===== config.mk =====
export PLATFORM = sky130hd
export DESIGN_NAME = rename_ckpt_unit
export DESIGN_NICKNAME = d
export VERILOG_FILES = /design/src/rtl/rename_pkg.sv /design/src/rtl/rename_free_list.sv /design/src/rtl/rename_ckpt_unit.sv
export SDC_FILE = /design/constraint.sdc
export NUM_CORES = 2
export LEC_CHECK = 0
export CAP_MARGIN = 40
export CORE_MARGIN = 2
export CORE_UTILIZATION = 52
export CTS_BUF_LIST = sky130_fd_sc_hd__clkbuf_4
export CTS_CLUSTER_DIAMETER = 80
export DETAILED_ROUTE_END_ITERATION = 8
export GPL_TIMING_DRIVEN = 0
export PLACE_DENSITY = 0.68
export RECOVER_POWER = 100
export REMOVE_ABC_BUFFERS = 1
export SYNTH_ARGS = -nofsm -noshare
export SYNTH_HDL_FRONTEND = slang
export SYNTH_SLANG_ARGS = --single-unit

===== constraint.sdc =====
create_clock -name clk -period 25.8 [get_ports clk]
set_input_delay 5.16 -clock clk [delete_from_list [all_inputs] [get_ports clk]]
set_output_delay 5.16 -clock clk [all_outputs]
set_load 0.01 [all_outputs]

===== src/rtl/rename_pkg.sv =====
`default_nettype none
// +------------------------------------------------------------------+
// | Module      : rename_pkg                                         |
// | Description : Shared sizes, register/checkpoint ids and the      |
// |               registered rename result bundle.                   |
// | Revision    : 1.0                                                |
// +------------------------------------------------------------------+
package rename_pkg;

   localparam int ARCH_REGS_DEF = 32;
   localparam int PHYS_REGS_DEF = 64;
   localparam int CKPTS_DEF     = 4;

   typedef logic [$clog2(PHYS_REGS_DEF)-1:0] PhysReg_t;
   typedef logic [$clog2(CKPTS_DEF)-1:0]     CkptId_t;

   typedef struct packed {
      logic     valid;
      PhysReg_t rs_phys;
      PhysReg_t rt_phys;
      PhysReg_t rd_phys;
      PhysReg_t old_phys;
      logic     rs_busy;
      logic     rt_busy;
      CkptId_t  ckpt_id;
   } RenameOut_t;

endpackage
`default_nettype wire


===== src/rtl/rename_free_list.sv =====
`default_nettype none
// +------------------------------------------------------------------+
// | Module      : rename_free_list                                   |
// | Description : Circular free physical register list with a wrap   |
// |               bit on each pointer and head-pointer restore.      |
// | Revision    : 1.0                                                |
// +------------------------------------------------------------------+
module rename_free_list
   import rename_pkg::*;
#(
   parameter int   ARCH_REGS = ARCH_REGS_DEF,
   parameter int   PHYS_REGS = PHYS_REGS_DEF,
   localparam int  C_DEPTH   = PHYS_REGS - ARCH_REGS,
   localparam int  C_IDX_W   = $clog2(C_DEPTH),
   localparam int  C_PTR_W   = C_IDX_W + 1
)(
   input  logic               clk,
   input  logic               rst_n,
   input  logic               pop_i,
   output PhysReg_t           head_data_o,
   input  logic               push_i,
   input  PhysReg_t           push_data_i,
   output logic [C_PTR_W-1:0] rd_ptr_next_o,
   input  logic               restore_i,
   input  logic [C_PTR_W-1:0] restore_ptr_i,
   output logic               empty_o
);

   PhysReg_t           mem_q [C_DEPTH];
   logic [C_PTR_W-1:0] head_q;
   logic [C_PTR_W-1:0] tail_q;

   function automatic logic [C_PTR_W-1:0] ptr_inc(input logic [C_PTR_W-1:0] p);
      if (p[C_IDX_W-1:0] == C_IDX_W'(C_DEPTH - 1))
         return {~p[C_PTR_W-1], {C_IDX_W{1'b0}}};
      return {p[C_PTR_W-1], p[C_IDX_W-1:0] + 1'b1};
   endfunction

   assign empty_o       = (head_q == tail_q);
   assign head_data_o   = mem_q[head_q[C_IDX_W-1:0]];
   assign rd_ptr_next_o = pop_i ? ptr_inc(head_q) : head_q;

   always_ff @(posedge clk) begin
      if (!rst_n) begin
         for (int i = 0; i < C_DEPTH; i++)
            mem_q[i] <= PhysReg_t'(ARCH_REGS + i);
         head_q <= '0;
         // Full list: tail sits one lap ahead of head.
         tail_q <= {1'b1, {C_IDX_W{1'b0}}};
      end else begin
         if (push_i) begin
            mem_q[tail_q[C_IDX_W-1:0]] <= push_data_i;
            tail_q                     <= ptr_inc(tail_q);
         end
         if (restore_i)
            head_q <= restore_ptr_i;
         else if (pop_i)
            head_q <= ptr_inc(head_q);
      end
   end

endmodule
`default_nettype wire


===== src/rtl/rename_ckpt_unit.sv =====
`default_nettype none
// +------------------------------------------------------------------+
// | Module      : rename_ckpt_unit                                   |
// | Description : Register rename with busy table and age-ordered    |
// |               branch checkpoints. Option: RENAME_WB_BYPASS_EN.   |
// | Revision    : 1.0                                                |
// +------------------------------------------------------------------+
module rename_ckpt_unit
   import rename_pkg::*;
#(
   parameter int  ARCH_REGS = ARCH_REGS_DEF,
   parameter int  PHYS_REGS = PHYS_REGS_DEF,
   parameter int  CKPTS     = CKPTS_DEF,
   localparam int C_AW      = $clog2(ARCH_REGS),
   localparam int C_PW      = $clog2(PHYS_REGS),
   localparam int C_CW      = $clog2(CKPTS),
   localparam int C_FL_PTR_W = $clog2(PHYS_REGS - ARCH_REGS) + 1
)(
   input  logic            clk,
   input  logic            rst_n,
   input  logic            ren_valid,
   output logic            ren_ready,
   input  logic [C_AW-1:0] ren_rs,
   input  logic [C_AW-1:0] ren_rt,
   input  logic            ren_uses_rw,
   input  logic [C_AW-1:0] ren_rw,
   input  logic            ren_is_branch,
   output logic            out_valid,
   output logic [C_PW-1:0] out_rs_phys,
   output logic [C_PW-1:0] out_rt_phys,
   output logic [C_PW-1:0] out_rd_phys,
   output logic [C_PW-1:0] out_old_phys,
   output logic            out_rs_busy,
   output logic            out_rt_busy,
   output logic [C_CW-1:0] out_ckpt_id,
   input  logic            wb_valid,
   input  logic [C_PW-1:0] wb_phys,
   input  logic            commit_valid,
   input  logic [C_PW-1:0] commit_old_phys,
   input  logic            recover_valid,
   input  logic [C_CW-1:0] recover_ckpt,
   input  logic            release_valid,
   input  logic [C_CW-1:0] release_ckpt
);

   PhysReg_t               map_q [ARCH_REGS];
   PhysReg_t               map_d [ARCH_REGS];
   logic [PHYS_REGS-1:0]   busy_q, busy_d;
   logic [CKPTS-1:0]       ckpt_valid_q, ckpt_valid_d;
   // younger_q[i][j] set when checkpoint j was taken while i was live
   logic [CKPTS-1:0]       younger_q [CKPTS];
   PhysReg_t               ckpt_map_q [CKPTS][ARCH_REGS];
   logic [C_FL_PTR_W-1:0]  ckpt_ptr_q [CKPTS];
   RenameOut_t             out_q;

   logic                   w_fl_empty;
   PhysReg_t               w_fl_head;
   logic [C_FL_PTR_W-1:0]  w_fl_ptr_next;
   logic                   w_ckpt_free;
   CkptId_t                w_free_id;
   logic                   w_accept, w_alloc, w_branch;
   PhysReg_t               w_rs_phys, w_rt_phys, w_cur_rw;
   logic                   w_rs_busy, w_rt_busy;

   rename_free_list #(
      .ARCH_REGS (ARCH_REGS),
      .PHYS_REGS (PHYS_REGS)
   ) u_free_list (
      .clk           (clk),
      .rst_n         (rst_n),
      .pop_i         (w_alloc),
      .head_data_o   (w_fl_head),
      .push_i        (commit_valid),
      .push_data_i   (commit_old_phys),
      .rd_ptr_next_o (w_fl_ptr_next),
      .restore_i     (recover_valid),
      .restore_ptr_i (ckpt_ptr_q[recover_ckpt]),
      .empty_o       (w_fl_empty)
   );

   always_comb begin
      w_ckpt_free = 1'b0;
      w_free_id   = '0;
      for (int i = CKPTS - 1; i >= 0; i--) begin
         if (!ckpt_valid_q[i]) begin
            w_ckpt_free = 1'b1;
            w_free_id   = CkptId_t'(i);
         end
      end
   end

   assign ren_ready = !w_fl_empty && (!ren_is_branch || w_ckpt_free) && !recover_valid;
   assign w_accept  = ren_valid && ren_ready;
   assign w_alloc   = w_accept && ren_uses_rw && (ren_rw != '0);
   assign w_branch  = w_accept && ren_is_branch;

   assign w_rs_phys = map_q[ren_rs];
   assign w_rt_phys = map_q[ren_rt];
   assign w_cur_rw  = map_q[ren_rw];

`ifdef RENAME_WB_BYPASS_EN
   assign w_rs_busy = busy_q[w_rs_phys] && !(wb_valid && (wb_phys == w_rs_phys));
   assign w_rt_busy = busy_q[w_rt_phys] && !(wb_valid && (wb_phys == w_rt_phys));
`else
   assign w_rs_busy = busy_q[w_rs_phys];
   assign w_rt_busy = busy_q[w_rt_phys];
`endif

   always_comb begin
      for (int i = 0; i < ARCH_REGS; i++)
         map_d[i] = map_q[i];
      if (recover_valid) begin
         for (int i = 0; i < ARCH_REGS; i++)
            map_d[i] = ckpt_map_q[recover_ckpt][i];
      end else if (w_alloc) begin
         map_d[ren_rw] = w_fl_head;
      end
   end

   // A set from allocation overrides a same-cycle writeback clear.
   always_comb begin
      busy_d = busy_q;
      if (wb_valid)
         busy_d[wb_phys] = 1'b0;
      if (w_alloc)
         busy_d[w_fl_head] = 1'b1;
   end

   always_comb begin
      ckpt_valid_d = ckpt_valid_q;
      if (release_valid)
         ckpt_valid_d[release_ckpt] = 1'b0;
      if (recover_valid)
         ckpt_valid_d = ckpt_valid_d & ~(younger_q[recover_ckpt] | (CKPTS'(1) << recover_ckpt));
      if (w_branch)
         ckpt_valid_d[w_free_id] = 1'b1;
   end

   always_ff @(posedge clk) begin
      if (!rst_n) begin
         for (int i = 0; i < ARCH_REGS; i++)
            map_q[i] <= PhysReg_t'(i);
         for (int i = 0; i < CKPTS; i++)
            younger_q[i] <= '0;
         busy_q       <= '0;
         ckpt_valid_q <= '0;
         out_q        <= '0;
      end else begin
         for (int i = 0; i < ARCH_REGS; i++)
            map_q[i] <= map_d[i];
         busy_q       <= busy_d;
         ckpt_valid_q <= ckpt_valid_d;
         if (w_branch) begin
            younger_q[w_free_id] <= '0;
            for (int j = 0; j < CKPTS; j++)
               if (CkptId_t'(j) != w_free_id)
                  younger_q[j][w_free_id] <= ckpt_valid_q[j];
         end
         out_q.valid <= w_accept;
         if (w_accept) begin
            out_q.rs_phys  <= w_rs_phys;
            out_q.rt_phys  <= w_rt_phys;
            out_q.rd_phys  <= w_alloc ? w_fl_head : w_cur_rw;
            out_q.old_phys <= w_cur_rw;
            out_q.rs_busy  <= w_rs_busy;
            out_q.rt_busy  <= w_rt_busy;
            out_q.ckpt_id  <= ren_is_branch ? w_free_id : '0;
         end
      end
   end

   // Snapshot holds the map after the branch's own destination update.
   always_ff @(posedge clk) begin
      if (w_branch) begin
         for (int i = 0; i < ARCH_REGS; i++)
            ckpt_map_q[w_free_id][i] <= map_d[i];
         ckpt_ptr_q[w_free_id] <= w_fl_ptr_next;
      end
   end

   assign out_valid    = out_q.valid;
   assign out_rs_phys  = out_q.rs_phys;
   assign out_rt_phys  = out_q.rt_phys;
   assign out_rd_phys  = out_q.rd_phys;
   assign out_old_phys = out_q.old_phys;
   assign out_rs_busy  = out_q.rs_busy;
   assign out_rt_busy  = out_q.rt_busy;
   assign out_ckpt_id  = out_q.ckpt_id;

endmodule
`default_nettype wire


==> impl_metrics.json <==
{
  "outcome": "finished, violations left",
  "violations": "max-capacitance violations, max-slew violations",
  "clk_path_buf_depth": 4,
  "ctsHoldBuffers": 0,
  "dp_slack_ns": 13.54,
  "drt-wirelength-per-cell_um": 25.5,
  "area_growth_pct": 12.0,
  "utilization_pct": 58.8,
  "viasPerCell": 6.14,
  "syn_inst": 3857,
  "pwr_density_cell_nw_per_um2": 71.7,
  "cp.required_ns": 26.63,
  "start_util_pct": 52.5,
  "peakVddDrop_v": 0.0000382,
  "place_area_um2": 61300,
  "grt_usage_pct": 26.1,
  "die_area_um2": 114000,
  "grt_max_degree": 159,
  "ys_seq_elements": 1302,
  "rows": 122,
  "ys_warn_count": 0,
  "wl_um": 149000,
  "nNetsFinal": 4129,
  "synth_cell_types": 67,
  "root_buffer": "clkbuf_4",
  "htreeDepth": 5,
  "dp_cells": 5213,
  "fin_cells": 5842,
  "ios": 70,
  "min_path_type": "register to register",
  "grt_first_pass_wirelength_um": 226000,
  "cts_buffers": 351,
  "fin_crit_ns": 17.87,
  "cts_tree": "built",
  "grt_antenna_before_repair": 9,
  "postCtsSetupBuffers": 0,
  "post_cts_resize_count": 0,
  "leakagePower_nw": 21.6,
  "maxClockFrequency_mhz": 56.0,
  "synth-edff-count": 984,
  "total_power_mw": 4.67,
  "ys_seq_area_share_pct": 61.8,
  "worstPathArrival_ns": 18.70,
  "setup_slack_ns": 7.93,
  "grt_pass1_vias": 36000,
  "synth_ff_type": "edfxtp_1",
  "avgSynthCellArea_um2": 15.1,
  "finalHoldViolCount": 0,
  "core_um2": 111000,
  "ant_nets": 0,
  "io_buffers": 69,
  "worst_slew_pin_slew_ns": 6.56,
  "grt_overflow": 0,
  "worst-path-max-fanout": 149,
  "critPathLaunchType": "primary input",
  "drt_iter0_drc": 3464,
  "cap_violations": 19,
  "synth_area_um2": 58100,
  "fin_setup_tns_ns": 0,
  "clk_pin_slew_ns": 0.06,
  "firstDrtPassIters": 6,
  "vias": 35900,
  "dp_hpwl_um": 92700,
  "final_max_slew_viol_count": 700,
  "async_reset_ff_share_pct": 0,
  "final-setup-viol-count": 0,
  "die_h_um": 338,
  "endpoint_kind": "register",
  "fp.dieW_um": 338,
  "fin_crit_sh_pct": 69.3,
  "critical_path_class": "primary input to register",
  "hold_slack_ns": 0.466,
  "routabilityCongestion": 0.849,
  "drc": 0,
  "drive_above_1_share_pct": 24.4,
  "maxSlewHeadroom_pct": -337,
  "insertion_delay_ns": 1.22,
  "skew_ns": 0.128,
  "rsz0062_at_grt": "no",
  "cts.sinks": 1302,
  "stdcell_area_um2": 65100
}
==> flip-flops by register name, summed over array words and instances (netlist names), named ones only <==
signal / count
map_q: 192
ckpt_ptr_q: 24
younger_q: 12
out_rd_phys: 6
out_rt_phys: 6
ckpt_map_q: 768
out_valid: 1
out_ckpt_id: 2
u_free_list.mem_q: 192
u_free_list.tail_q: 6
out_rs_busy: 1
out_old_phys: 6
busy_q: 64
out_rs_phys: 6
out_rt_busy: 1
u_free_list.head_q: 6
ckpt_valid_q: 4
==> cells by family after synthesis <==
family,Yosys count,share of synthesized area [%]
adder cells (fa/ha/maj),8,0.172
XOR/XNOR,6,0.0905
multiplexers,749,21.8
buffers and inverters,312,2.24
AND/OR/NAND/NOR,907,7.77
flip-flops,1302,61.8
AO/OA/AOI/OAI,573,6.10
==> Yosys cell counts (18+ instances only) <==
cell type | n | area share [%]
dfxtp_1 | 318 | 11
nand2_1 | 387 | 2.5
o211ai_1 | 91 | 1.2
nor2_2 | 23 | 0.25
and3_1 | 18 | 0.19
o211a_1 | 21 | 0.36
mux4_2 | 394 | 15
a21boi_1 | 59 | 0.76
nand3_1 | 35 | 0.30
nor2_1 | 107 | 0.69
o21ai_0 | 237 | 2.0
edfxtp_1 | 984 | 51
clkbuf_1 | 210 | 1.4
o21ai_1 | 70 | 0.60
a21oi_1 | 22 | 0.19
nor3_1 | 31 | 0.27
a22oi_1 | 41 | 0.53
mux2i_1 | 315 | 5.4
nand2b_1 | 21 | 0.23
mux2_2 | 26 | 0.50
buf_2 | 34 | 0.29
or3_1 | 68 | 0.73
and2_1 | 150 | 1.6
buf_1 | 45 | 0.29
==> where the power goes <==
| part | internal, mW | total [mW] | leakage [nW] | switching, mW |
|---|---|---|---|---|
| combinational | 0.180 | 0.456 | 7.48 | 0.276 |
| sequential | 2.31 | 2.34 | 11.4 | 0.0344 |
| clock | 1.02 | 1.87 | 2.72 | 0.849 |
==> cell type report <==
class | instances | area, um^2
Antenna cell | 3 | 7.51
Clock buffer | 538 | 4040
Clock inverter | 85 | 529
Fill cell | 8673 | 45600
Inverter | 11 | 56.3
Multi-Input combinational cell | 2243 | 20800
Sequential cell | 1302 | 35900
Tap cell | 1488 | 1860
Timing Repair Buffer | 172 | 1880
==> cells in the final DEF, fill, tap and decap left out, types with 13 or more instances in the layout <==
cell,count
edfxtp_1,984
and2_0,123
nor2b_1,15
nor3_1,32
and2_1,27
a21boi_0,59
nand2b_1,21
and3_1,18
clkinv_1,62
nand2_1,387
mux4_2,394
a22oi_1,41
mux2i_1,314
nand3_1,35
o211a_1,21
clkbuf_4,538
dfxtp_1,316
clkdlybuf4s50_1,28
mux2_2,19
dlygate4sd3_1,31
buf_16,22
nor2_1,126
buf_8,13
clkbuf_1,56
a21oi_1,22
or3_1,68
o21ai_0,307
o211ai_1,91
==> critical path: stages <==
cell and delay, ns:
clkbuf_1 0.71, clkbuf_1 2.41, o21bai_1 1.00, a31oi_1 0.35, clkbuf_1 0.37, and2_0 1.09, clkbuf_1 1.33, nand4_1 0.51
nor2_1 1.58, clkbuf_1 0.98, clkbuf_1 1.19, clkbuf_1 1.34, buf_12 0.29
==> layer usage <==
| layer | vias up | GRT usage (%) | wire length [um] |
|---|---|---|---|
| met3 | 272 | 5.90 | 12600 |
| met4 | 2 | 10.5 | 4760 |
| li1 | 15800 | - | - |
| met5 | - | 0 | 14 |
| met2 | 1607 | 40.7 | 70800 |
| met1 | 18200 | 35.8 | 60500 |
==> final timing paths <==
path	endpoint	from	cells past startpoint	slack, ns
setup / recovery	ckpt_map_q[3][33]$_DFFE_PP_	recover_valid	13	7.93
hold / removal	out_ckpt_id[0]$_SDFFE_PN0N_	out_ckpt_id[0]$_SDFFE_PN0N_	2	0.47
setup reg to reg	ckpt_map_q[3][33]$_DFFE_PP_	u_free_list.tail_q[3]$_SDFFE_PN0P_	12	15.36
hold reg to reg	out_ckpt_id[0]$_SDFFE_PN0N_	out_ckpt_id[0]$_SDFFE_PN0N_	2	0.47
Note: power is estimated with default switching activity, not from simulation.
